**config.mk**
```make
export PLATFORM = sky130hd
export DESIGN_NAME = uart_tx_buffered
export DESIGN_NICKNAME = d
export VERILOG_FILES = /design/src/rtl/uart_tx_buffered_pkg.sv /design/src/rtl/uart_tx_buffered_sync_fifo.sv /design/src/rtl/uart_tx_buffered.sv
export SDC_FILE = /design/constraint.sdc
export NUM_CORES = 1
export LEC_CHECK = 0
export CELL_PAD_IN_SITES_DETAIL_PLACEMENT = 0
export CELL_PAD_IN_SITES_GLOBAL_PLACEMENT = 1
export CORE_MARGIN = 1.5
export CORE_UTILIZATION = 53
export CTS_BUF_LIST = sky130_fd_sc_hd__clkbuf_16
export DETAILED_ROUTE_END_ITERATION = 6
export DONT_BUFFER_PORTS = 1
export PLACE_DENSITY = 0.82
export REMOVE_ABC_BUFFERS = 1
export SYNTH_ARGS = -nofsm -noshare
export SYNTH_HDL_FRONTEND = slang
export SYNTH_HIERARCHICAL = 1
export SYNTH_SLANG_ARGS = --single-unit
```
**constraint.sdc**
```tcl
create_clock -name clk -period 3.4 [get_ports clk]
set_input_delay 0 -clock clk [delete_from_list [all_inputs] [get_ports clk]]
set_output_delay 0 -clock clk [all_outputs]
set_load 0.05 [all_outputs]
```
**src/rtl/uart_tx_buffered_pkg.sv**
```systemverilog
// Shared UART framing constants and serialiser state encoding.
// The UART receiver imports the same package.
package uart_tx_buffered_pkg;

  localparam int UART_DATA_BITS  = 8;
  localparam int UART_FRAME_BITS = 10;

  typedef enum logic [1:0] {
    ST_IDLE  = 2'd0,
    ST_START = 2'd1,
    ST_DATA  = 2'd2,
    ST_STOP  = 2'd3
  } tx_state_e;

  function automatic int calc_baud_div(input int clk_hz, input int baud);
    return clk_hz / baud;
  endfunction

endpackage

```
**src/rtl/uart_tx_buffered_sync_fifo.sv**
```systemverilog
// Single-clock FIFO with occupancy count; depth must be a power of two
// so the pointers wrap by natural overflow.
module sync_fifo #(
  parameter int width = 8,
  parameter int depth = 4
) (
  input  logic                     clk,
  input  logic                     rst,
  input  logic                     wr_en,
  input  logic                     rd_en,
  input  logic [width-1:0]         din,
  output logic [width-1:0]         dout,
  output logic                     full,
  output logic                     empty,
  output logic [$clog2(depth):0]   count
);

  localparam int AW = $clog2(depth);

  logic [width-1:0] mem [depth];
  logic [AW-1:0]    wr_ptr, rd_ptr;
  logic             wr_ok, rd_ok;

  assign full  = (count == (AW+1)'(depth));
  assign empty = (count == '0);
  assign wr_ok = wr_en && !full;
  assign rd_ok = rd_en && !empty;
  assign dout  = mem[rd_ptr];

  always_ff @(posedge clk or posedge rst) begin
    if (rst) begin
      wr_ptr <= '0;
      rd_ptr <= '0;
      count  <= '0;
    end else begin
      if (wr_ok) wr_ptr <= wr_ptr + 1'b1;
      if (rd_ok) rd_ptr <= rd_ptr + 1'b1;
      case ({wr_ok, rd_ok})
        2'b10:   count <= count + 1'b1;
        2'b01:   count <= count - 1'b1;
        default: count <= count;
      endcase
    end
  end

  // Storage is not reset; pointers alone define what is valid.
  always_ff @(posedge clk) begin
    if (wr_ok) mem[wr_ptr] <= din;
  end

endmodule

```
**src/rtl/uart_tx_buffered.sv**
```systemverilog
// 8N1 LSB-first UART transmitter fed by a small FIFO; frames are sent
// back-to-back with no idle gap while the FIFO holds data.
module uart_tx_buffered
  import uart_tx_buffered_pkg::*;
#(
  parameter int clock_frequency = 12000000,
  parameter int uart_baud_rate  = 9600,
  parameter int fifo_depth      = 4
) (
  input  logic                          clk,
  input  logic                          rst,
  input  logic [7:0]                    data_in,
  input  logic                          data_valid,
  output logic                          data_ready,
  output logic                          tx,
  output logic                          busy,
  output logic [$clog2(fifo_depth):0]   fifo_count
);

  localparam int BAUD_DIV = calc_baud_div(clock_frequency, uart_baud_rate);
  localparam int BW       = (BAUD_DIV < 2) ? 1 : $clog2(BAUD_DIV);

  if (BAUD_DIV < 2) begin : g_bad_baud
    $error("uart_tx_buffered: BAUD_DIV must be at least 2");
  end
  if (fifo_depth < 2 || (fifo_depth & (fifo_depth - 1)) != 0) begin : g_bad_depth
    $error("uart_tx_buffered: fifo_depth must be a power of two >= 2");
  end

  tx_state_e   state, state_n;
  logic [BW-1:0] baud_cnt, baud_n;
  logic [2:0]  bit_idx, bit_n;
  logic [7:0]  shifter, shift_n;
  logic        tx_n;
  logic        pop, push;
  logic        baud_done;
  logic [7:0]  fifo_dout;
  logic        fifo_full, fifo_empty;

  assign push       = data_valid && !fifo_full;
  assign data_ready = !fifo_full;
  assign baud_done  = (baud_cnt == BW'(BAUD_DIV - 1));
  assign busy       = (state != ST_IDLE) || (fifo_count != '0);

  sync_fifo #(
    .width (8),
    .depth (fifo_depth)
  ) u_fifo (
    .clk   (clk),
    .rst   (rst),
    .wr_en (push),
    .rd_en (pop),
    .din   (data_in),
    .dout  (fifo_dout),
    .full  (fifo_full),
    .empty (fifo_empty),
    .count (fifo_count)
  );

  always_ff @(posedge clk or posedge rst) begin
    if (rst) begin
      state    <= ST_IDLE;
      baud_cnt <= '0;
      bit_idx  <= '0;
      shifter  <= '0;
      tx       <= 1'b1;
    end else begin
      state    <= state_n;
      baud_cnt <= baud_n;
      bit_idx  <= bit_n;
      shifter  <= shift_n;
      tx       <= tx_n;
    end
  end

  // tx is registered: each transition decides the level of the next bit period.
  always_comb begin
    state_n = state;
    baud_n  = baud_cnt;
    bit_n   = bit_idx;
    shift_n = shifter;
    tx_n    = tx;
    pop     = 1'b0;
    case (state)
      ST_IDLE: begin
        baud_n = '0;
        bit_n  = '0;
        tx_n   = 1'b1;
        if (!fifo_empty) begin
          pop     = 1'b1;
          shift_n = fifo_dout;
          tx_n    = 1'b0;
          state_n = ST_START;
        end
      end
      ST_START: begin
        if (baud_done) begin
          baud_n  = '0;
          tx_n    = shifter[0];
          state_n = ST_DATA;
        end else begin
          baud_n = baud_cnt + 1'b1;
        end
      end
      ST_DATA: begin
        if (baud_done) begin
          baud_n = '0;
          if (bit_idx == 3'(UART_DATA_BITS - 1)) begin
            bit_n   = '0;
            tx_n    = 1'b1;
            state_n = ST_STOP;
          end else begin
            bit_n   = bit_idx + 1'b1;
            shift_n = shifter >> 1;
            tx_n    = shifter[1];
          end
        end else begin
          baud_n = baud_cnt + 1'b1;
        end
      end
      ST_STOP: begin
        if (baud_done) begin
          baud_n = '0;
          if (!fifo_empty) begin
            pop     = 1'b1;
            shift_n = fifo_dout;
            tx_n    = 1'b0;
            state_n = ST_START;
          end else begin
            state_n = ST_IDLE;
          end
        end else begin
          baud_n = baud_cnt + 1'b1;
        end
      end
      default: state_n = ST_IDLE;
    endcase
  end

endmodule

```
==> Flow_metrics.wiki <==
{| class="wikitable"
! Metric !! Value
|-
| Final #Nets || 256
|-
| Number of global-route vias before repair || 1933
|-
| Critical path class || register to register
|-
| Leading post-synthesis cells by cell area || edfxtp_1 31%, dfrtp_1 25%, ha_1 6.1%
|-
| GRT Util Overall || 19.9%
|-
| Antenna Diode Count || 0
|-
| Final period util || a little under nine tenths
|-
| Vertical extent of the die || just under 80 µm
|-
| Comb power frac || around 34%
|-
| Peak supply drop || between 0.5 and 0.6 mV
|-
| DIE AREA || 6290 µm²
|-
| Total number of yosys warnings || 6
|-
| Postcts setup bufs || 0
|-
| Sw Share || 34.1%
|-
| Quantity of I/O buffers inserted on ports || 0
|-
| Share of the synthesized area in the top cell type || ~31%
|-
| Number of gates resized after CTS || 0
|-
| Number of remaining DRC errors || 0
|-
| Worst-skew pair later-pin latency || ~0.33 ns
|-
| Worst relative slew slack || between 30% and 40%
|-
| Pwr Total || roughly 3.4 mW
|-
| Final antenna-violating net count || 0
|-
| Final count of negative-setup-slack endpoints || 0
|-
| CTS clock-pin slew for the worst setup and hold paths || ~0.050 ns
|-
| Fin Setup TNS || 0 ns
|-
| Internal power || around 2.2 mW
|-
| Wire length of the first global-routing pass || a little over 9000 µm
|-
| Top-level port count || 17
|-
| Post-synth cell types || 43
|-
| Violation count after the first detailed-routing iteration || between 90 and 100
|-
| Switching power total || 1.15 mW
|-
| Post-synth ARST share || about half
|-
| Worst hold-check slack || 0.0784 ns
|-
| Critical path required time || about 3.6 ns
|-
| Number of fill cells in the layout || about 440
|-
| Path type of the worst min-delay path || primary input to asynchronous set/reset pin
|-
| WL per Instance || 17.1 µm
|-
| Weighted congestion at the end of routability-driven global placement || about 0.79
|-
| Data arrival time at the worst-slack endpoint || ~3.2 ns
|-
| # clock sinks || 64
|-
| Average cell area after synthesis || about 14 µm²
|-
| Area overhead of the layout relative to synthesis || 13.8%
|-
| Power density of the placed cells || about 960 nW/µm²
|-
| HPWL after DPL || 3530 µm
|-
| Maximum clock frequency || about 0.34 GHz
|-
| Clock tree from TritonCTS || yes
|-
| Gate count after technology mapping || approximately 220
|-
| Static leakage || about 1.4 nW
|-
| Number of buffers on the longest clock path || 2
|-
| Number of standard cells in the final layout excluding fillers || 305
|-
| Result of the run || complete, no violations
|-
| Minimum clock period after layout || ~3 ns
|-
| Final global-route overflow total || 0
|-
| Sequential cell area fraction in the yosys report || 57.2%
|-
| Synthesized flop and latch total || 64
|-
| Final Skew || a little over 0.005 ns
|-
| Total CTS buffers || 9
|-
| Crit path launch type || register
|-
| Layout cells sized above 1 || 21.5%
|-
| Htree depth || 3
|-
| Maximum number of pins on one net before global-route repair || 26
|-
| Endpoint type of the worst setup path || register
|-
| Top cell type by total area after synthesis || edfxtp_1
|-
| Synth cell count leaders || 32 x edfxtp_1, 31 x dfrtp_1, 15 x ha_1, 15 x nor2_1, 14 x inv_1
|-
| Primary flip-flop cell chosen by synthesis mapping || edfxtp_1
|-
| Final-report hold violation count || 0
|-
| Effective utilization at floorplan || ~55%
|-
| Share of power burned in the clock network || 25.6%
|-
| Average via count per standard cell || 5.69
|-
| Number of iterations in the first detailed-routing pass || 4
|-
| Area used by multi-input combinational logic || ~1200 µm²
|-
| Sequential cell area || 1760 µm²
|-
| Post-synthesis cell area || roughly 3100 µm²
|-
| Number of violations of the max-capacitance limit || 0
|-
| Worst-Margin Slew || between 0.9 and 1 ns
|-
| Worst Path Max Fanout || 7
|-
| Floorplan row count || 27
|-
| Total detailed-routing wirelength || 5200 µm
|-
| Count of final max-slew check failures || 0
|-
| Overall via count from detail_route || approximately 1700
|-
| Number of enable flip-flop cells after synthesis || 32
|-
| Most frequent cell after synthesis || edfxtp_1
|-
| Proportion of power drawn by flip-flops and latches || about 40%
|-
| Post-Route Utilization || a little over three fifths
|-
| Number of antenna violations at the first check in global routing || 0
|-
| Core region area || approximately 5600 µm²
|-
| Cell Count Post-Placement || about 280
|-
| Die width || between 70 and 80 µm
|-
| Setup repair after global routing missed its margin || no
|-
| Hold bufs inserted after CTS || 9
|-
| Buffer type at the clock tree root || clkbuf_16
|}
## critical path, stage by stage, from the launching register on
cell and delay (ns):
dfrtp_1 0.41, inv_1 0.07, ha_1 0.13, nor4bb_4 0.23, and3_1 0.39, a21oi_1 0.12, nor3_1 0.14, o31a_2 0.21
ha_1 0.20, inv_1 0.07, fa_1 0.39, xor2_1 0.16, nor2_1 0.14, xor2_1 0.17
## worst paths after layout
check                             from               end  slack, ns  depth (start not counted)
max                        baud_cnt[1]   u_fifo/count[2]       0.49                         13
min                                rst   u_fifo/count[1]       0.08                          2
max reg2reg                baud_cnt[1]   u_fifo/count[2]       0.49                         13
min reg2reg                 bit_idx[1]        bit_idx[1]       0.51                          2
max in group asynchronous          rst       baud_cnt[7]       2.43                          2
min in group clk            data_valid  u_fifo/wr_ptr[0]       0.10                          3
## flip-flops by register name (all words and copies together) (netlist names)
| signal | count |
|---|---|
| u_fifo/rd_ptr | 2 |
| u_fifo/count | 3 |
| baud_cnt | 11 |
| bit_idx | 3 |
| state | 2 |
| tx | 1 |
| shifter | 8 |
| u_fifo/wr_ptr | 2 |
| u_fifo/mem | 32 |
## cell families after synthesis
logic type | after synthesis | share of synthesized area, %
xor+xnor | 15 | 4.26
flops | 64 | 57.2
simple gates | 60 | 12.0
fa+ha+maj | 16 | 6.73
buf+inv | 20 | 2.72
compound gates | 14 | 3.81
mux | 26 | 13.3
## power by group through the flow
| stage | Combinational, mW | Clock, mW | Sequential, mW |
|---|---|---|---|
| 3_5_place_dp | 1.13 | 0 | 1.36 |
| 4_1_cts | 1.16 | 0.878 | 1.35 |
| 3_3_place_gp | 1.08 | 0 | 1.34 |
| 2_1_floorplan | 0.945 | 0 | 1.30 |
| 5_1_grt | 1.26 | 0.910 | 1.38 |
| 6_report | 1.15 | 0.862 | 1.35 |
## per-stage QoR
step | area (µm²) | setup slack (ns)
floorplan | 3050 | 0.856
global placement | 3140 | 0.685
detailed placement | 3140 | 0.551
CTS | 3510 | 0.537
global route | 3510 | 0.344
finish | 3510 | 0.485
## layout by cell type (no fill, tap or decap), drive strengths merged, types with 3 or more instances in the layout
master and instances:
a21oi 3, and2 5, clkbuf 9, clkinv 4, dfrtp 31, dlygate4sd3 9
edfxtp 32, ha 15, inv 15, mux2 17, mux4 8, nand2 8
nand3 9, nand4 4, nor2 15, nor2b 4, nor3 5, xnor2 8
xor2 7
## layer usage
metal,GRT usage [%],vias up,share of wire [%]
li1,-,802,-
met1,22.7,868,41
met2,32.6,53,51
met3,7.36,13,5.4
met4,10.2,0,2.2
met5,0,-,0
## cell type report
cell class | instances | area share (%)
Sequential cell | 64 | 50.2
Clock inverter | 6 | 1.50
Inverter | 14 | 1.50
Timing Repair Buffer | 9 | 2.57
Tap cell | 72 | 2.57
Clock buffer | 9 | 6.41
Multi-Input combinational cell | 131 | 35.2
Note: power is estimated with default switching activity, not from simulation.
